### config.mk
export PLATFORM = sky130hd
export DESIGN_NAME = writeback_arbiter
export DESIGN_NICKNAME = d
export VERILOG_FILES = /design/src/rtl/writeback_arbiter.sv
export SDC_FILE = /design/constraint.sdc
export NUM_CORES = 1
export LEC_CHECK = 0
export BUFFER_PORTS_ARGS = -buffer_cell sky130_fd_sc_hd__buf_4
export CAP_MARGIN = 5
export CORE_MARGIN = 2
export CORE_UTILIZATION = 47
export CTS_BUF_LIST = sky130_fd_sc_hd__clkbuf_4 sky130_fd_sc_hd__clkbuf_8
export DETAILED_ROUTE_END_ITERATION = 10
export PLACE_DENSITY = 0.87
export REMOVE_ABC_BUFFERS = 1
export SYNTH_ARGS = -nofsm -noshare
export SYNTH_HDL_FRONTEND = slang
export SYNTH_HIERARCHICAL = 1
export SYNTH_SLANG_ARGS = --single-unit
### constraint.sdc
create_clock -name clock -period 3.71 [get_ports clock]
set_clock_uncertainty 0.15 [all_clocks]
set_input_delay 0.1855 -clock clock [delete_from_list [all_inputs] [get_ports clock]]
set_output_delay 0.1855 -clock clock [all_outputs]
set_load 0.02 [all_outputs]
### src/rtl/writeback_arbiter.sv
// Two-port fair writeback arbiter driving the register file write port, plus its write-port decoder.
// One-cycle accept-to-write latency; ready is combinational from valids/last_grant, output never stalls.

// Write-port decoder: one-hot of index when enable is high, else zero.
// Purely combinational; no backpressure.
module wb_decoder #(
   parameter int REG_W = 5
) (
   input  logic                    enable,
   input  logic [REG_W-1:0]        index,
   output logic [(1<<REG_W)-1:0]   onehot
);

   always_comb begin
      onehot = '0;
      if (enable) begin
         onehot[index] = 1'b1;
      end
   end

endmodule

// Round-robin arbiter between writeback ports A and B, registered write onto the register file.
// Latency 1 cycle accept-to-write; grants at most one port per cycle, output stage never stalls.
module writeback_arbiter #(
   parameter int DATA_W = 32,
   parameter int REG_W  = 5,
   parameter int CNT_W  = 16
) (
   input  logic                    clock,
   input  logic                    ctrl_reset_n,
   input  logic                    a_valid,
   input  logic [REG_W-1:0]        a_reg,
   input  logic [DATA_W-1:0]       a_data,
   output logic                    a_ready,
   input  logic                    b_valid,
   input  logic [REG_W-1:0]        b_reg,
   input  logic [DATA_W-1:0]       b_data,
   output logic                    b_ready,
   output logic                    ctrl_writeEnable,
   output logic [REG_W-1:0]        ctrl_writeReg,
   output logic [DATA_W-1:0]       data_writeReg,
   output logic [(1<<REG_W)-1:0]   wb_onehot,
   output logic [CNT_W-1:0]        conflict_count
);

   typedef enum logic {
      PORT_A = 1'b0,
      PORT_B = 1'b1
   } port_e;

   typedef struct packed {
      logic [REG_W-1:0]  idx;
      logic [DATA_W-1:0] dat;
   } wr_t;

   port_e last_grant;
   wr_t   win_wr;
   logic  xfer;
   logic  both_vld;

   // Ready depends only on the valids and last_grant, never on reg/data.
   always_comb begin
      a_ready = 1'b0;
      b_ready = 1'b0;
      if (ctrl_reset_n) begin
         if (a_valid && (!b_valid || last_grant == PORT_B)) begin
            a_ready = 1'b1;
         end else if (b_valid) begin
            b_ready = 1'b1;
         end
      end
   end

   assign xfer     = a_ready | b_ready;
   assign both_vld = a_valid & b_valid;

   always_comb begin
      win_wr = '{idx: b_reg, dat: b_data};
      if (a_ready) begin
         win_wr = '{idx: a_reg, dat: a_data};
      end
   end

   always_ff @(posedge clock) begin
      if (!ctrl_reset_n) begin
         last_grant       <= PORT_B;
         ctrl_writeEnable <= 1'b0;
         ctrl_writeReg    <= '0;
         data_writeReg    <= '0;
         conflict_count   <= '0;
      end else begin
         if (xfer) begin
            last_grant       <= a_ready ? PORT_A : PORT_B;
            // Register 0 is hardwired: the transfer is consumed but never written.
            ctrl_writeEnable <= (win_wr.idx != '0);
            ctrl_writeReg    <= win_wr.idx;
            data_writeReg    <= win_wr.dat;
         end else begin
            ctrl_writeEnable <= 1'b0;
         end
         if (both_vld && (conflict_count != '1)) begin
            conflict_count <= conflict_count + {{(CNT_W-1){1'b0}}, 1'b1};
         end
      end
   end

   wb_decoder #(
      .REG_W (REG_W)
   ) u_wb_decoder (
      .enable (ctrl_writeEnable),
      .index  (ctrl_writeReg),
      .onehot (wb_onehot)
   );

endmodule

* Yosys cells after proc, flatten, opt, wreduce, memory -nomap -nowiden
Index checks and enable logic that the tools add are counted.
Word-level totals: register bits after elaboration 55, latch bits 0, memory bits (writable) 0, bits in read-only memories 0, input port bits 78, output and inout port bits 88, word-level logic and storage cells 28, memories 0
Operators by class: add/subtract/negate cells 1, multiply operators 0, divide/modulo/power cells 0, magnitude comparators 2, equality and inequality tests 1, shift-type cells 0, mux-type cells 10, bitwise gates (word level) 2, reductions and logical operators 7
Operators by type and width (count):
- $mux 37 | 1
- $mux 32 | 1
- $add 16x1->16 const B | 1
- $ne 16x16->1 const B | 1
- $mux 1 | 7
- $lt 5x6->1 const B | 1
- $demux 1 s5 | 1
- $ge 5x1->1 const B | 1
- $reduce_bool 5->1 | 1
- $logic_and 1x1->1 | 3
- $reduce_and 2->1 | 1
- $and 1x1->1 | 1
- $logic_not 1->1 | 1
- $logic_or 1x1->1 | 1
- $or 1x1->1 | 1

* Longest topological paths before layout
depth in word-level cells 7, mapped depth 6

* Hierarchy
Netlist, hierarchy kept.
By module, submodules not included:
- writeback_arbiter | times used 1, cells each 278, area each 2391.0 um^2
- wb_decoder | times used 1, cells each 47, area each 230.2 um^2

* Worst setup path after synthesis
Ideal clock, no wire load.
path type register to register, start reg conflict_count[0], end reg conflict_count[14], setup time 0.070 ns, arrival time 1.747 ns, data required time 3.490 ns, setup slack 1.743 ns, cell stages (with the launch flop) 6, buffers on the path 0, period minus slack after synthesis 1.967 ns, path through dfxtp_1 ha_1 nand3_1 or3_1 or4_1 a21oi_1
Between the ends: word-level cells in the longest chain between the ends 2, elaborated cells between the ends (all ways) 3, those cells by class add/sub: 1; eq/ne: 1; reduce/logical: 1
RTL lines:
- start: declaration | line 44 | output logic [CNT_W-1:0] conflict_count
- start signal: assignment | line 103 | conflict_count <= conflict_count + {{(CNT_W-1){1'b0}}, 1'b1};
- parallel branches: the longest is 2 deep, another holds $add 16x1->16
Several ways; the timed one is not identified. A chain may end at the register's enable or synchronous reset.

* Worst setup path after layout
start in ctrl_reset_n, end out b_ready
Between the ends: word-level cells in the longest chain between the ends 1
RTL lines:
- start: declaration | line 31 | input logic ctrl_reset_n,
- $mux 1 | line 66 | if (ctrl_reset_n) begin
- end: declaration | line 39 | output logic b_ready,
Every way passes these cells.

==> metrics.txt <==
cell chain of the critical path dlygate4sd3_1, buf_4, nand3_2, inv_1, buf_4; total track usage 25.8%; worst hold stages 3; Core Box Area 0.00544 mm²; Seq/Total Area, Yosys 42.0%; Via Count 2986; number of buffers on the longest clock path 2; post-synthesis area per instance 8.07 µm²; CTS-repair resized insts 0; count of unresolved DRC violations after routing 0; synthesis-to-layout area growth 52.5%; worst rel slew slack 24.9%; final clock period utilization by the worst path 64.3%; switching portion of total power 28.2%; combinational fraction of design power 23.5%; path class of the lowest-slack min-delay path in2reg; Final GP Congestion 0.836; xor/xnor share of the synthesized area 0%; commonest cells after routing, fill and taps aside 169 x buf_4, 75 x nor2_1, 55 x dfxtp_1; startpoint type of the worst setup path input pin; relative contribution of the clock network to total power 25.6%; horizontal extent of the die 78.7 µm; Root Buffer Master clkbuf_8; number of different library cells in the post-synthesis netlist 34; post-detailed-route count of antenna-violating nets 0; count of buffers inserted at the top-level ports 165; DRT iter0 DRCs 158; total of flip-flops plus latches after synthesis 55; data required time of the critical path 3.37 ns; clock tree from TritonCTS built; Die Footprint 0.00619 mm²; largest net degree at the start of global routing 44; Vias per Instance 5.40; combinational family with the most area after synthesis simple AND/OR/NAND/NOR gates; part of the power in registers 51.0%; nature of the critical path endpoint primary output; dpl hpwl 6.21 mm; multiplexer share of the synthesized area 6.49%; Skew-Pair Late Insertion Delay 0.30 ns; max-cap violations 0; internal power of the cells 0.921 mW; CP arrival 2.05 ns; Adder-Cell Fraction of Synth Area 0.477%; Synth Flop Type dfxtp_1; transition time of the tightest slew-check pin 1.12 ns; H-tree lvl count 2; Setup Fix Bufs, Post-CTS 0; Final Hold Fails 0; Critical Setup Path Class in2out; ratio of cells with drive above 1 in the final layout 37.8%; cell area power density 321 mW/mm²; CTS sink count 55; number of slew-limit violations in the final report 0; share of synthesized cell area in and, or, nand and nor gates 28.9%; total of fill cells in the finished design 427; maximum fanout along the worst path 39; aggregate negative setup slack 0 ns; fin nets 559; maximum clock rate 0.419 GHz; first-pass GRT wire length 13.0 mm; slowest stage cell on the critical path nand3_2; routed wire length 8.24 mm; fin util 73.5%; min cycle time layout 2.39 ns; Post-synth EDFFs 0; RSZ-0062 raised after global routing no; count of mapped cells out of synthesis 325; most frequent standard cell in the layout excluding fill and tap cells buf_4; synthesized-area fraction occupied by ao, oa, aoi and oai cells 17.7%; antenna violations before repair 0; initial standard-cell utilization of the core 48.2%; die span in y 78.7 µm; cell type with the highest occurrence count on the critical path buf_4; routed wire length per instance 14.9 µm; quantity of hold-fixing buffers added after cts 1; CTS clock-pin slew for the worst setup and hold paths 0.09 ns; Async SR Flop Fraction 0%; worst ir drop on vdd 274 µV; number of primary I/O pins 166; antenna fix cells 0; run status completed; number of global-route vias before repair 2725; clock buffers created by TritonCTS 5; static leakage 1.86 nW; Syn. warnings 6; number of cells traversed by the worst register-to-register path 5; post-synthesis instance area 0.00262 mm²; delay contributed by the slowest stage of the critical path 0.77 ns; power dissipated by switching net loads 0.362 mW; number of placement rows 27; GR Overflow Total 0; TritonRoute pass-1 iters 4; setup violation total in the final timing report 0
per-layer routing:
layer  part of all wire [%]  GRT usage, %  vias up  wire length [µm]
li1                       -             -     1495                 -
met1                     41          31.2     1368              3340
met4                    2.7          9.47        0               225
met5                      0             0        -                 0
met2                     50          44.5      102              4140
met3                    6.5          6.21       21               536
final timing paths:
| path | start | to | slack [ns] |
|---|---|---|---|
| worst max-delay path | ctrl_reset_n | b_ready | 1.32 |
| worst min-delay path | a_data[12] | data_writeReg[12] | 0.02 |
| worst max register to register | conflict_count[0] | conflict_count[4] | 1.45 |
| worst min register to register | data_writeReg[9] | data_writeReg[9] | 0.35 |
critical path: cells and delay by family:
family | cells | cell delay (ns)
buffers and inverters | 4 | 1.07
and+or+nand+nor | 1 | 0.77
cell families after synthesis:
kind of cell | count (synthesis)
flip-flops | 55
AND/OR/NAND/NOR | 151
buffers and inverters | 30
AO/OA/AOI/OAI | 71
multiplexers | 17
adder cells (fa/ha/maj) | 1
power groups by stage:
stage | registers (mW) | clock network [mW] | logic (mW)
2_1_floorplan | 0.707 | 0 | 0.103
3_3_place_gp | 0.665 | 0 | 0.296
3_5_place_dp | 0.668 | 0 | 0.302
4_1_cts | 0.654 | 0.337 | 0.304
5_1_grt | 0.661 | 0.362 | 0.324
6_report | 0.654 | 0.328 | 0.301
flip-flops by register name, indices dropped and copies added (netlist names):
name	flops
ctrl_writeEnable	1
conflict_count	16
last_grant	1
data_writeReg	32
ctrl_writeReg	5
layout make-up:
type,instances,area [µm²],share of cell area (%)
Timing Repair Buffer,170,1280,32.0
Tap cell,72,90.1,2.25
Multi-Input combinational cell,240,1410,35.2
Sequential cell,55,1100,27.5
Clock buffer,7,83.8,2.10
Inverter,8,30.0,0.751
Clock inverter,1,5.00,0.125
through the flow:
step	area [µm²]	power [mW]	worst slack (ns)	hold slack [ns]	cells
final	4000	1.28	1.32	0.0236	553
after global placement	3900	0.961	1.65	0.278	544
after detailed placement	3900	0.970	1.53	0.281	544
after global routing	4000	1.35	1.18	0.0139	553
after floorplan	2530	0.810	0.576	0.0974	303
after CTS	4000	1.30	1.27	0.0173	553
cell usage after synthesis, types with 3 or more instances:
| master | n | area, µm² |
|---|---|---|
| a21oi_1 | 11 | 55.1 |
| nor2_1 | 75 | 282 |
| or4_1 | 9 | 67.6 |
| nor4_1 | 3 | 18.8 |
| nand4b_1 | 3 | 26.3 |
| o21ai_0 | 7 | 35.0 |
| o31ai_1 | 7 | 52.6 |
| or3_1 | 5 | 31.3 |
| inv_1 | 8 | 30.0 |
| dfxtp_1 | 55 | 1100 |
| o22ai_1 | 21 | 131 |
| and3_1 | 3 | 18.8 |
| nor3_1 | 21 | 105 |
| clkbuf_1 | 19 | 71.3 |
| mux2i_1 | 17 | 170 |
| a211oi_1 | 17 | 128 |
| nand4bb_1 | 3 | 33.8 |
| buf_2 | 3 | 15.0 |
| nand3_1 | 7 | 35.0 |
| nand2_1 | 11 | 41.3 |
| nand4_1 | 3 | 18.8 |
Note: power is estimated with default switching activity, not from simulation.
